### config.mk
export PLATFORM = sky130hd
export DESIGN_NAME = parity_run_arbiter
export DESIGN_NICKNAME = d
export VERILOG_FILES = /design/src/rtl/parity_run_arbiter.sv
export SDC_FILE = /design/constraint.sdc
export NUM_CORES = 1
export LEC_CHECK = 0
export ABC_CLOCK_PERIOD_IN_PS = 3900
export CORE_AREA = 5 5 59 61
export DETAILED_ROUTE_END_ITERATION = 16
export DIE_AREA = 0 0 64 66
export GPL_TIMING_DRIVEN = 1
export PLACE_DENSITY = 0.77
export SETUP_SLACK_MARGIN = 0.4
export SLEW_MARGIN = 15
export SYNTH_ARGS = -nofsm -noshare
export SYNTH_HDL_FRONTEND = slang
export SYNTH_SLANG_ARGS = --single-unit
### constraint.sdc
create_clock -name clk -period 3.9 [get_ports clk]
set_input_delay 1.17 -clock clk [delete_from_list [all_inputs] [get_ports clk]]
set_output_delay 1.17 -clock clk [all_outputs]
set_load 0.02 [all_outputs]
### src/rtl/parity_run_arbiter.sv
// Round-robin shared parity-run detector with a per-requester run-length context.
// Define PRS_HITCNT_EN to build the per-requester saturating hit counters.
module parity_run_arbiter #(
   parameter int NREQ    = 4,
   parameter int RUN_LEN = 3,
   parameter int IDW     = 2
) (
   input  logic                clk,
   input  logic                reset,
   input  logic [NREQ-1:0]     req_valid,
   input  logic [3*NREQ-1:0]   req_w,
   output logic [NREQ-1:0]     req_ready,
   input  logic                ctx_clr,
   output logic                det_valid,
   output logic [IDW-1:0]      det_ch,
   output logic                det_k,
   output logic                det_z,
   output logic                busy,
   input  logic [IDW-1:0]      hit_sel,
   output logic [7:0]          hit_cnt
);

   typedef enum logic {IDLE, CLEAR} state_t;

   state_t         state, state_nx;
   logic [IDW-1:0] last_grant;
   logic [IDW-1:0] grant_idx;
   logic           grant_found;
   logic           hs;
   logic [2:0]     sel_w;
   logic [3:0]     cnt [NREQ];
   logic [3:0]     cnt_cur;
   logic [3:0]     cnt_new;
   logic           k_new;
   logic           z_new;

   // Valid/ready: a requester holds req_valid and its word until req_ready is seen
   // high with it at a clock edge; that edge completes the handshake.

   always_ff @(posedge clk) begin
      if (reset) state <= IDLE;
      else       state <= state_nx;
   end

   always_comb begin
      state_nx = state;
      case (state)
         IDLE:    if (ctx_clr) state_nx = CLEAR;
         CLEAR:   state_nx = IDLE;
         default: state_nx = IDLE;
      endcase
   end

   assign busy = (state == CLEAR);

   // Search starts one past the last completed grant, wrapping at NREQ.
   always_comb begin
      int idx;
      grant_found = 1'b0;
      grant_idx   = '0;
      idx         = 0;
      for (int off = 1; off <= NREQ; off++) begin
         idx = int'(last_grant) + off;
         if (idx >= NREQ) idx = idx - NREQ;
         if (!grant_found && req_valid[idx[IDW-1:0]]) begin
            grant_found = 1'b1;
            grant_idx   = idx[IDW-1:0];
         end
      end
   end

   always_comb begin
      req_ready = '0;
      if (!reset && state == IDLE && !ctx_clr && grant_found)
         req_ready[grant_idx] = 1'b1;
   end

   assign hs = |(req_valid & req_ready);

   always_comb begin
      sel_w   = 3'b000;
      cnt_cur = 4'd0;
      for (int i = 0; i < NREQ; i++) begin
         if (grant_idx == IDW'(i)) begin
            sel_w   = req_w[3*i +: 3];
            cnt_cur = cnt[i];
         end
      end
   end

   assign k_new   = ^sel_w;
   assign cnt_new = !k_new ? 4'd0 :
                    (cnt_cur >= 4'(RUN_LEN)) ? 4'(RUN_LEN) : cnt_cur + 4'd1;
   assign z_new   = (cnt_new == 4'(RUN_LEN));

   always_ff @(posedge clk) begin
      if (reset) begin
         det_valid  <= 1'b0;
         det_ch     <= '0;
         det_k      <= 1'b0;
         det_z      <= 1'b0;
         last_grant <= IDW'(NREQ - 1);
         for (int i = 0; i < NREQ; i++) cnt[i] <= 4'd0;
      end else begin
         det_valid <= hs;
         if (hs) begin
            det_ch     <= grant_idx;
            det_k      <= k_new;
            det_z      <= z_new;
            last_grant <= grant_idx;
         end
         for (int i = 0; i < NREQ; i++) begin
            if (state == CLEAR)
               cnt[i] <= 4'd0;
            else if (hs && grant_idx == IDW'(i))
               cnt[i] <= cnt_new;
         end
      end
   end

`ifdef PRS_HITCNT_EN
   logic [7:0] hits [NREQ];

   // Counted at the handshake edge so the count is visible alongside det_z.
   always_ff @(posedge clk) begin
      if (reset) begin
         for (int i = 0; i < NREQ; i++) hits[i] <= 8'd0;
      end else begin
         for (int i = 0; i < NREQ; i++) begin
            if (state == CLEAR)
               hits[i] <= 8'd0;
            else if (hs && z_new && grant_idx == IDW'(i) && hits[i] != 8'hff)
               hits[i] <= hits[i] + 8'd1;
         end
      end
   end

   assign hit_cnt = hits[hit_sel];
`else
   logic unused_hit_sel;
   assign unused_hit_sel = ^hit_sel;
   assign hit_cnt        = 8'h00;
`endif

endmodule

Word level (Yosys, flattened, before mapping)
Memories as Yosys holds them, arrays and structs flattened.
Cells that the tools add are included.
{ "classes": {"reduce_logical": 19, "muxes": 64, "magnitude_cmp": 11, "n_bitwise": 10, "addsub": 9, "eq_ne": 4} }
{ "ops": {"columns": ["operator", "n"], "rows": [
  ["2-to-1 mux 4 bit", 15],
  ["2-to-1 mux 1 bit", 31],
  ["2-to-1 mux 2 bit", 8],
  ["less-than comparator 2 x 3 -> 1 bit (second input constant)", 5],
  ["2-to-1 mux 3 bit", 4],
  ["logical AND 1 bit", 11],
  [">= comparator 3 bit (second input constant)", 3],
  ["binary-select mux 1 bit (select 2 bit)", 4],
  ["bitwise OR 1 bit", 8],
  ["subtractor 2 x 1 -> 2 bit (second input constant)", 4],
  ["adder 2 x 2 -> 3 bit (second input constant)", 2],
  ["zero test 1 bit", 5],
  ["adder 2 x 3 -> 4 bit (second input constant)", 1],
  ["adder 4 x 1 -> 4 bit (second input constant)", 1],
  ["bitwise AND 4 bit", 1],
  ["equality test 2 bit (second input constant)", 2],
  ["equality test 4 x 2 -> 1 bit (second input constant)", 1],
  [">= comparator 4 x 2 -> 1 bit (second input constant)", 1],
  [">= comparator 4 x 3 -> 1 bit (second input constant)", 1],
  ["OR reduction 4 bit", 1],
  ["adder 2 x 1 -> 3 bit (second input constant)", 1],
  ["XOR reduction 3 bit", 1],
  ["demux 1 bit (select 2 bit)", 1],
  ["equality test 2 x 1 -> 1 bit (second input constant)", 1],
  ["other kinds (4)", 4]
]} }
{ "word_totals": {"reg_bits": 8, "mem_count": 1, "inputBits": 21, "output_inout_bits": 18, "mem_bits_rw": 16} }
{ "mem_list": {"columns": ["name", "words", "width", "rd", "rd_ports_with_merged_regs", "wr", "line_no", "source"], "rows": [
  ["cnt", 4, 4, 4, 0, 4, "31", "logic [3:0] cnt [NREQ];"]
]} }

Logic depth before layout (Yosys ltp)
Gate-level depths: netlist of run 1.
{ "logic_depth": {"word_depth": 28, "depth_mapped": 13, "mapped_depth_nobuf": 12} }

Least setup slack after synthesis of run 1
OpenSTA, ideal clock, no wires.
{ "synth_timing": {"path_type": "input port to output port", "startpoint": "in req_valid[3]", "endpoint": "out req_ready[1]", "path_stages": 6, "path_slack_ns": 0.172, "arrival_ns": 2.558, "required_time_ns": 2.730, "path_cell_list": "nor2b_1 > a21oi_1 > o221a_1 > buf_6 > clkbuf_1 > nor3_1"} }
{ "synth_between": {"elab_chain_cells": 17} }
{ "synth_rtl": {"columns": ["item", "line_no", "source"], "rows": [
  ["from (decl)", "10", "input logic [NREQ-1:0] req_valid,"],
  ["binary-select mux 1 bit (select 2 bit)", "65", "if (!grant_found && req_valid[idx[IDW-1:0]]) begin"],
  ["2-to-1 mux 1 bit (implied by the code)", "65", null],
  ["2-to-1 mux 1 bit", "65", null],
  ["zero test 1 bit", "65", null],
  ["logical AND 1 bit", "65", null],
  ["2-to-1 mux 1 bit", "65", null],
  ["zero test 1 bit", "65", null],
  ["logical AND 1 bit", "65", null],
  ["2-to-1 mux 1 bit", "65", null],
  ["zero test 1 bit", "65", null],
  ["logical AND 1 bit", "65", null],
  ["2-to-1 mux 2 bit", "65", null],
  ["less-than comparator 2 x 3 -> 1 bit (implied by the code) / >= comparator 2 x 1 -> 1 bit (equally long branches)", "75", "req_ready[grant_idx] = 1'b1;"],
  ["logical AND 1 bit (implied by the code)", "75", null],
  ["2-to-1 mux 1 bit (implied by the code)", "75", null],
  ["demux 1 bit (select 2 bit)", "75", null],
  ["2-to-1 mux 4 bit (*)", "74", "if (!reset && state == IDLE && !ctx_clr && grant_found)"],
  ["to (decl)", "12", "output logic [NREQ-1:0] req_ready,"]
]} }
Mark *: on every way between the ends. The rest lies on a longest branch, timed or not. The select of a mux whose other input is x is not followed.

Final worst setup path of run 1
{ "layout_timing": {"startpoint": "in req_valid[0]", "endpoint": "out req_ready[1]"} }
Same word-level chain as after synthesis.

==> results_dict.tcl, run 1 <==
set metrics [dict create \
    status "complete, no violations" \
    drt_first_iter_violations 38 \
    dieHeight_um 66 \
    place_congestion 0.7553 \
    synth-seq-cells 24 \
    crit_type "in -> out" \
    cap_violations 0 \
    diodes 0 \
    finClkSkew_ns 0.004828 \
    tns_ns 0 \
    setup_viol 0 \
    finalCritPeriodShare_pct 89.80 \
    worst-path-max-fanout 3 \
    drc 0 \
    regToRegStartpoint "last_grant[1]" \
    htreeDepth 1 \
    cp_data_arrival_time_ns 2.33 \
    critPathLaunch "req_valid[0]" \
    ios 39 \
    cp-end-kind "output pin" \
    antenna_found_initial 0 \
    clock_latency_ns 0.32 \
    syn_to_final_growth_pct 59.26 \
    num_vias 1169 \
    cp-start-kind "primary input" \
    seqCellArea_um2 640.6 \
    worst_pin_slew_ns 0.5113 \
    holdCritStartpoint "det_z" \
    dp.cells 205 \
    yosysSeqAreaShare_pct 49.90 \
    ys_types 36 \
    portBuffers 28 \
    whs_path_depth 2 \
    drive_above_1_share_pct 36.65 \
    routed_wl_um 3618 \
    period_minus_slack_ns 3.502 \
    max_freq_mhz 285.5 \
    ys_warn_count 0 \
    dp.final_hpwl_um 2244 \
    grt_max_degree 15 \
    clkTransAtPathRegs_ns 0.13 \
    cts_buffer_depth 2 \
    syn_inst 121 \
    finalHoldViolCount 0 \
    grt_pass1_wl_um 5230 \
    rsz0062_at_grt "yes" \
    ff2ff_setup_slack_ns 1.05 \
    maxSlewHeadroom_pct 65.74 \
    num_rows 20 \
    cts_made_buffers 3 \
    ant_nets 0 \
    via_per_inst 5.219 \
    final_common_cell "buf_4" \
    cp.required_ns 2.73 \
    p_per_area_mw_per_mm2 364.5 \
    core_mm2 0.002928 \
    reg2reg_to "cnt[0][1]" \
    worstRegToRegCells 12 \
    netlist_area_mm2 0.001284 \
    min_to "det_z" \
    hold_slack_ns 0.5092 \
    grt_pass1_vias 1165 \
    die_area_mm2 0.004224 \
    p_leak_uw 0.0008982 \
    drv_slew 0 \
    gr-usage-all-layers_pct 15.91 \
    clockRootBuffer "clkbuf_4" \
    holdBufCountCts 0 \
    cts_tree "built" \
    fp.dieW_um 64 \
    dr.pass1.iters 4 \
    final_nets 214 \
    postSynthAreaPerCell_um2 10.61 \
    peakVddDrop_mv 0.2878 \
    instances_no_fill 224 \
    hp-class "reg -> reg" \
    final_cell_mix "buf_4, clkdlybuf4s50_1, conb_1, edfxtp_1, buf_6" \
    start_util_pct 43.85 \
    avgRoutedWirePerCell_um 16.15 \
    grt.overflow.total 0 \
    clock-sinks 24 \
    multi_input_area_um2 701.9 \
    fillers 195 \
]
[sequential cells by signal (all words and copies together), names as in the netlist]
register / count
det_valid: 1
det_z: 1
busy: 1
det_k: 1
det_ch: 2
last_grant: 2
cnt: 16
[metal layers]
metal  share of wire [%]  vias up  track usage [%]
met2                  52       33            27.89
met3                 3.6       10            3.231
li1                    -      552                -
met1                  41      574            19.19
met4                 3.3        0            5.455
met5                   0        -                0
[power by group]
| group | switching [uW] | leakage, uW | total [uW] | internal (uW) |
|---|---|---|---|---|
| Sequential | 10.4 | 0.000231 | 306 | 296 |
| Clock | 78.6 | 0.0000279 | 183 | 104 |
| Combinational | 131 | 0.000639 | 257 | 125 |
| Total | 220 | 0.000898 | 745 | 525 |
[final cells by class]
type | instances | share of cell area (%)
inverters | 4 | 0.7344
flip-flops and latches | 24 | 31.33
clock inverters | 1 | 1.469
well taps | 33 | 2.020
clock buffers | 3 | 1.102
multi-input cells | 95 | 34.33
repair buffers | 64 | 29.01
[per-stage QoR]
step	worst slack (ns)	total power [uW]	utilization, %	area [um2]
floorplan	0.3632	438.3	-	1363
global placement	-0.5121	507.4	59.83	1752
detailed placement	-0.5384	513.2	59.83	1752
CTS	0.4192	712.5	65.43	1916
global route	0.3541	782.7	69.83	2044
finish	0.3979	745.2	69.83	2044
[worst max path at each step]
stage / end / depth (start not counted)
after floorplan: req_ready[3] / 6
final: req_ready[1] / 8
after global placement: req_ready[2] / 8
after CTS: req_ready[0] / 6
after global routing: req_ready[2] / 8
after detailed placement: req_ready[0] / 7
[Yosys cell counts]
library cell	count	area share, %
o22ai_1	1	0.49
a22oi_1	1	0.59
nor4_1	2	0.97
edfxtp_1	16	37
mux2_2	1	0.88
nor2_1	14	4.1
a2111o_1	1	0.88
nor3b_1	3	1.8
ha_1	1	0.97
a211oi_1	1	0.59
nor3_1	2	0.78
dfxtp_1	8	12
or3_1	4	1.9
nand3b_1	4	2.3
or2_2	1	0.49
mux2i_1	8	6.2
nand2b_4	1	1.1
xnor2_2	1	1.3
conb_1	1	0.29
a22oi_2	1	0.97
xor2_1	1	0.68
o31ai_1	1	0.59
nor2b_1	2	0.97
buf_4	8	4.7
mux4_1	1	2.0
a211o_1	1	0.68
buf_6	1	0.88
a311oi_2	1	1.2
nand2b_1	3	1.5
o221a_1	1	0.88
clkbuf_1	3	0.88
a21oi_1	6	2.3
inv_1	4	1.2
buf_2	1	0.39
nand2_1	12	3.5
o21ai_0	3	1.2
[critical path: stages]
cell and delay, ns:
buf_8 0.10, nor2_4 0.13, o22ai_4 0.08, a311oi_4 0.39
buf_6 0.17, buf_6 0.10, nor3_4 0.04, buf_6 0.13
[repair_timing]
action / in CTS / in global routing
pin swaps: 8 / 8
resized for setup: 61 / 21
setup buffers: 8 / 7
setup endpoints to repair: 13 / 12
[cell families after synthesis]
kind of cell	Yosys count	share of synthesized area (%)
AND/OR/NAND/NOR	48	19.40
flip-flops	24	49.90
AO/OA/AOI/OAI	18	10.33
buffers and inverters	17	7.992
multiplexers	10	9.162
XOR/XNOR	2	1.950
adder cells (fa/ha/maj)	1	0.9745
other	1	0.2921
No activity file was read; power rests on OpenSTA's default activity.
==> run 2: changes to the inputs <==
==> config.mk (replaced) <==
export PLATFORM = sky130hd
export DESIGN_NAME = parity_run_arbiter
export DESIGN_NICKNAME = d
export VERILOG_FILES = /design/src/rtl/parity_run_arbiter.sv
export SDC_FILE = /design/constraint.sdc
export NUM_CORES = 1
export LEC_CHECK = 0
export ABC_CLOCK_PERIOD_IN_PS = 3000
export CORE_AREA = 5 5 62 64
export DETAILED_ROUTE_END_ITERATION = 16
export DIE_AREA = 0 0 67 69
export GPL_TIMING_DRIVEN = 1
export PLACE_DENSITY = 0.73
export SETUP_SLACK_MARGIN = 0.4
export SLEW_MARGIN = 20
export SYNTH_ARGS = -nofsm -noshare
export SYNTH_HDL_FRONTEND = slang
export SYNTH_SLANG_ARGS = --single-unit
==> constraint.sdc (replaced) <==
create_clock -name clk -period 3 [get_ports clk]
set_input_delay 0.9 -clock clk [delete_from_list [all_inputs] [get_ports clk]]
set_output_delay 0.9 -clock clk [all_outputs]
set_load 0.02 [all_outputs]
==> run 2 against run 1 <==
  * Utilization decreased by 7.0 points
  * Largest cell class unchanged
  * First-iteration DRC count decreased by 71%
  * Hold slack got worse by 0.016 ns
  * Non-clock buffer count decreased by 11
  * Clock power increased by 26%
  * Critical endpoint is now req_ready[2]
  * Clock-buffer cell count unchanged
  * Setup slack got worse by 0.33 ns
  * Critical path type unchanged
  * Die area increased by 9.4%
  * Largest power group unchanged
==> results_dict.tcl, run 2 (synthesis gave the netlist of run 1 again) <==
set metrics [dict create \
    holdCritStartpoint "det_ch[1]" \
    cp.required_ns 2.10 \
    cts_made_buffers 3 \
    finClkSkew_ns 0.006442 \
    path_cells "buf_8 -> buf_6 -> mux2i_1 -> o221a_4 -> inv_4 -> buf_6 -> nor2_4 -> buf_6" \
    top_regs "cnt x16, det_ch x2, last_grant x2" \
    cts_tree "built" \
    worst-path-max-fanout 5 \
    grt_pass1_vias 1172 \
    cp_common_cell "buf_6" \
    peakVddDrop_mv 0.4226 \
    hold_slack_ns 0.4934 \
    critPathLaunch "req_valid[3]" \
    portBuffers 28 \
    avgRoutedWirePerCell_um 14.38 \
    dp.final_hpwl_um 2352 \
    fp.dieW_um 67 \
    regToRegStartpoint "last_grant[1]" \
    final_nets 203 \
    hp-class "reg -> reg" \
    critPathBufInv 5 \
    place_area_mm2 0.001782 \
    critPathMaxStageDelay_ns 0.29 \
    crit_slowest_cell "o221a_4" \
    min_to "det_ch[1]" \
    die_area_mm2 0.004623 \
    cp-end-kind "output pin" \
    routed_wl_um 3250 \
    ios 39 \
    drt_first_iter_violations 11 \
    p_leak_uw 0.0008548 \
    ant_nets 0 \
    final_common_cell "buf_4" \
    cp-start-kind "primary input" \
    fin_ws_ns 0.06603 \
    drive_above_1_share_pct 37.22 \
    place_ws_ns -0.9329 \
    grt_pass1_wl_um 5230 \
    grt_max_degree 15 \
    finalHoldViolCount 0 \
    largest_register_ffs 16 \
    dieHeight_um 69 \
    final_area_mm2 0.002031 \
    p_per_area_mw_per_mm2 484.3 \
    via_per_inst 4.823 \
    htreeDepth 1 \
    diodes 0 \
    clock_latency_ns 0.31 \
    finalCritPeriodShare_pct 97.80 \
    start_util_pct 39.72 \
    cap_violations 0 \
    clkTransAtPathRegs_ns 0.13 \
    clock-sinks 24 \
    cpLargestDelayFamily "buffers and inverters" \
    dr.pass1.iters 4 \
    gr-usage-all-layers_pct 14.43 \
    holdBufCountCts 0 \
    fillers 261 \
    cts_buffer_depth 2 \
    ff2ff_setup_slack_ns 0.34 \
    max_freq_mhz 340.8 \
    period_minus_slack_ns 2.934 \
    status "complete, no violations" \
    worstRegToRegCells 12 \
    setup_viol 0 \
    top_register "cnt" \
    multi_input_area_um2 755.7 \
    place_congestion 0.7929 \
    rsz0062_at_grt "yes" \
    cp_data_arrival_time_ns 2.03 \
    num_vias 1090 \
    final_cell_mix "buf_4, clkdlybuf4s50_1, conb_1, edfxtp_1, nand2_1" \
    num_rows 21 \
    whs_path_depth 2 \
    grt.overflow.total 0 \
    drv_slew 0 \
    core_mm2 0.003232 \
    reg2reg_to "cnt[1][1]" \
    clockRootBuffer "clkbuf_4" \
    seqCellArea_um2 640.6 \
    drc 0 \
    syn_to_final_growth_pct 58.19 \
    crit_type "in -> out" \
    antenna_found_initial 0 \
]
## run 2: cell count changes in the layout (fill, tap and decap cells not counted), sizes merged
cell	change
buf	-10
clkbuf	-1
## run 2: area by class of cell
type	instances	share of cell area, %
Clock buffer	3	1.109
Clock inverter	1	1.479
Inverter	4	0.8626
Multi-Input combinational cell	95	37.21
Sequential cell	24	31.55
Tap cell	46	2.834
Timing Repair Buffer	53	24.95
## run 2: worst max-delay path by stage
stage | end | depth (start not counted)
final | req_ready[2] | 8
after global routing | req_ready[2] | 8
after CTS | req_ready[1] | 6
after detailed placement | req_ready[3] | 7
after global placement | req_ready[3] | 7
after floorplan | cnt[1][1] | 12
## run 2: routing by layer
| layer | wire length (um) | global-route usage [%] |
|---|---|---|
| met5 | 0 | 0 |
| met4 | 40 | 5.856 |
| met3 | 127 | 1.948 |
| met2 | 1780 | 26.09 |
| met1 | 1302 | 16.44 |
## run 2: timing repair
item / CTS / global route
pin swaps: 15 / 5
setup endpoints to repair: 30 / 13
setup buffers: 5 / 1
endpoints found under the hold margin: 0 / 0
resized for setup: 79 / 10
## run 2: tightest hold or removal path: cells and delay by family, from the launching register on
family	cells	cell delay, ns
AND/OR/NAND/NOR	2	0.12
flip-flops	1	0.33
## run 2: report_power, final
| part | leakage, uW | switching [uW] | internal, uW |
|---|---|---|---|
| clock network | 0.0000279 | 95.3 | 135 |
| registers | 0.000231 | 13.6 | 385 |
| logic | 0.000596 | 181 | 174 |
## run 2: stage by stage
| stage | util (%) | total power [uW] | TNS [ns] | std cells |
|---|---|---|---|---|
| 4_1_cts | 61.29 | 963.0 | 0 | 225 |
| 6_report | 62.83 | 983.4 | 0 | 226 |
| 3_3_place_gp | 55.13 | 679.6 | -8.927 | 216 |
| 2_1_floorplan | - | 581.5 | -0.4337 | 136 |
| 3_5_place_dp | 55.13 | 691.0 | -10.42 | 216 |
| 5_1_grt | 62.83 | 1034 | 0 | 226 |
==> run 3: changes to the inputs <==
--- a/config.mk
+++ b/config.mk
@@ -6,11 +6,12 @@
 export NUM_CORES = 1
 export LEC_CHECK = 0
 export ABC_CLOCK_PERIOD_IN_PS = 3000
-export CORE_AREA = 5 5 62 64
+export CORE_AREA = 5 5 55 57
 export DETAILED_ROUTE_END_ITERATION = 16
-export DIE_AREA = 0 0 67 69
+export DIE_AREA = 0 0 60 62
+export DONT_BUFFER_PORTS = 1
 export GPL_TIMING_DRIVEN = 1
-export PLACE_DENSITY = 0.73
+export PLACE_DENSITY = 0.7
 export SETUP_SLACK_MARGIN = 0.4
 export SLEW_MARGIN = 20
 export SYNTH_ARGS = -nofsm -noshare
==> run 3 against run 2 <==
  * Global-route usage is 1.3 points higher
  * Clock skew is 0.0024 ns lower
  * Flip-flop and latch count stayed put
  * Highest routed layer unchanged
  * Largest power group unchanged
  * Critical path depth is 1 lower
  * Combinational power is 8.7% lower
  * Design area is 15% lower
  * Sequential power is 3% higher
  * Register-to-register slack better by 0.16 ns
==> results_dict.tcl, run 3 (synthesis gave the netlist of run 1 again) <==
set metrics [dict create \
    num_vias 939 \
    status "complete, no violations" \
    largest_register_ffs 16 \
    drc 0 \
    clock_latency_ns 0.31 \
    via_per_inst 5.305 \
    grt_pass1_vias 978 \
    dr.pass1.iters 4 \
    p_leak_uw 0.0006837 \
    cap_violations 0 \
    grt_max_degree 14 \
    use_met2_pct 27.78 \
    final_cell_mix "conb_1, edfxtp_1, nor2_1, buf_4, nand2_1" \
    cts_tree "built" \
    final_nets 170 \
    fin_util_pct 70.63 \
    avgRoutedWirePerCell_um 16.42 \
    fin_ws_ns 0.2338 \
    met1_usage_pct 20.26 \
    top_regs "cnt x16, det_ch x2, last_grant x2" \
    diodes 0 \
    start_util_pct 52.78 \
    fp.dieW_um 60 \
    syn_to_final_growth_pct 33.82 \
    die_area_mm2 0.003720 \
    busiest_layer "met2" \
    gr-usage-all-layers_pct 15.77 \
    core_mm2 0.002432 \
    clockRootBuffer "clkbuf_4" \
    rsz0062_at_grt "yes" \
    crit_slowest_cell "o221a_1" \
    clkTransAtPathRegs_ns 0.12 \
    drt_first_iter_violations 32 \
    holdCritStartpoint "last_grant[0]" \
    finalCritPeriodShare_pct 92.21 \
    grtUsageMet3_pct 1.653 \
    multi_input_area_um2 789.5 \
    finalHoldViolCount 0 \
    cts_made_buffers 3 \
    hold_slack_ns 0.5603 \
    finClkSkew_ns 0.004063 \
    peakVddDrop_mv 0.4427 \
    drv_slew 0 \
    regToRegStartpoint "last_grant[1]" \
    dp.final_hpwl_um 1950 \
    place_congestion 0.7588 \
    place_ws_ns 0.001771 \
    routed_wl_um 2907 \
    top_register "cnt" \
    crit_type "in -> out" \
    cp-end-kind "output pin" \
    grt.overflow.total 0 \
    ios 39 \
    seqCellArea_um2 641.9 \
    antenna_found_initial 0 \
    worst-path-max-fanout 5 \
    cts_buffer_depth 2 \
    ant_nets 0 \
    clock-sinks 24 \
    path_cells "nor2b_4 -> a21oi_2 -> o221a_1 -> buf_12 -> inv_8 -> nor3_4 -> buf_6" \
    cp.required_ns 2.10 \
    setup_viol 0 \
    portBuffers 0 \
    hp-class "reg -> reg" \
    num_rows 18 \
    grt_pass1_wl_um 4422 \
    max_freq_mhz 361.5 \
    drive_above_1_share_pct 39.46 \
    cp_data_arrival_time_ns 1.87 \
    critPathMaxStageDelay_ns 0.27 \
    fillers 181 \
    cp-start-kind "primary input" \
    critPathLaunch "req_valid[3]" \
    period_minus_slack_ns 2.766 \
    htreeDepth 1 \
    p_per_area_mw_per_mm2 509.3 \
    dieHeight_um 62 \
]
## run 3: changes by cell type in the layout (fill, tap and decap cells not counted), moves of 2 or more
cell	delta
clkdlybuf4s50_1	-18
mux2i_4	+4
buf_4	-10
nand2_1	-2
mux2i_1	-4
nand2_2	+2
buf_8	-3
## run 3: repair_timing
item / CTS / global route
endpoints found under the setup margin: 12 / 14
setup buffers: 6 / 3
pin swaps: 7 / 10
hold buffers: 0 / 0
gates resized for setup: 12 / 34
## run 3: final cells by class
cell class              count  share of cell area [%]
repair buffers             20                   11.65
clock buffers               3                   1.311
well taps                  30                   2.185
multi-input cells          95                   45.96
clock inverters             1                  0.2185
flip-flops and latches     24                   37.36
inverters                   4                   1.311
## run 3: final timing paths
| kind | slack [ns] | endpoint | depth (start not counted) |
|---|---|---|---|
| min reg2reg | 0.56 | last_grant[0] | 1 |
| max reg2reg | 0.50 | cnt[0][1] | 12 |
| max | 0.23 | req_ready[0] | 7 |
| min | 0.56 | last_grant[0] | 1 |
## run 3: critical path, delay by kind of cell
family	cells	cell delay, ns
buf+inv	3	0.33
simple gates	2	0.27
compound gates	2	0.36
## run 3: routing by layer
metal	share of wire, %	wire length (um)	up-vias
li1	-	-	459
met1	42	1225	453
met2	52	1524	23
met3	4.6	135	4
met4	0.72	21	0
met5	0	0	-
## run 3: where the power goes
part	switching (uW)	total [uW]	internal [uW]
clock	91.9	140	48.5
combinational	167	324	156
sequential	26.1	411	385
## run 3: stage by stage
| stage | area, um2 | setup TNS, ns | cells | power (uW) |
|---|---|---|---|---|
| after floorplan | 1391 | -0.4337 | 136 | 581.5 |
| after global routing | 1718 | 0 | 177 | 917.2 |
| after CTS | 1546 | 0 | 174 | 798.1 |
| after detailed placement | 1434 | 0 | 164 | 636.5 |
| after global placement | 1434 | 0 | 164 | 628.1 |
| final | 1718 | 0 | 177 | 874.9 |
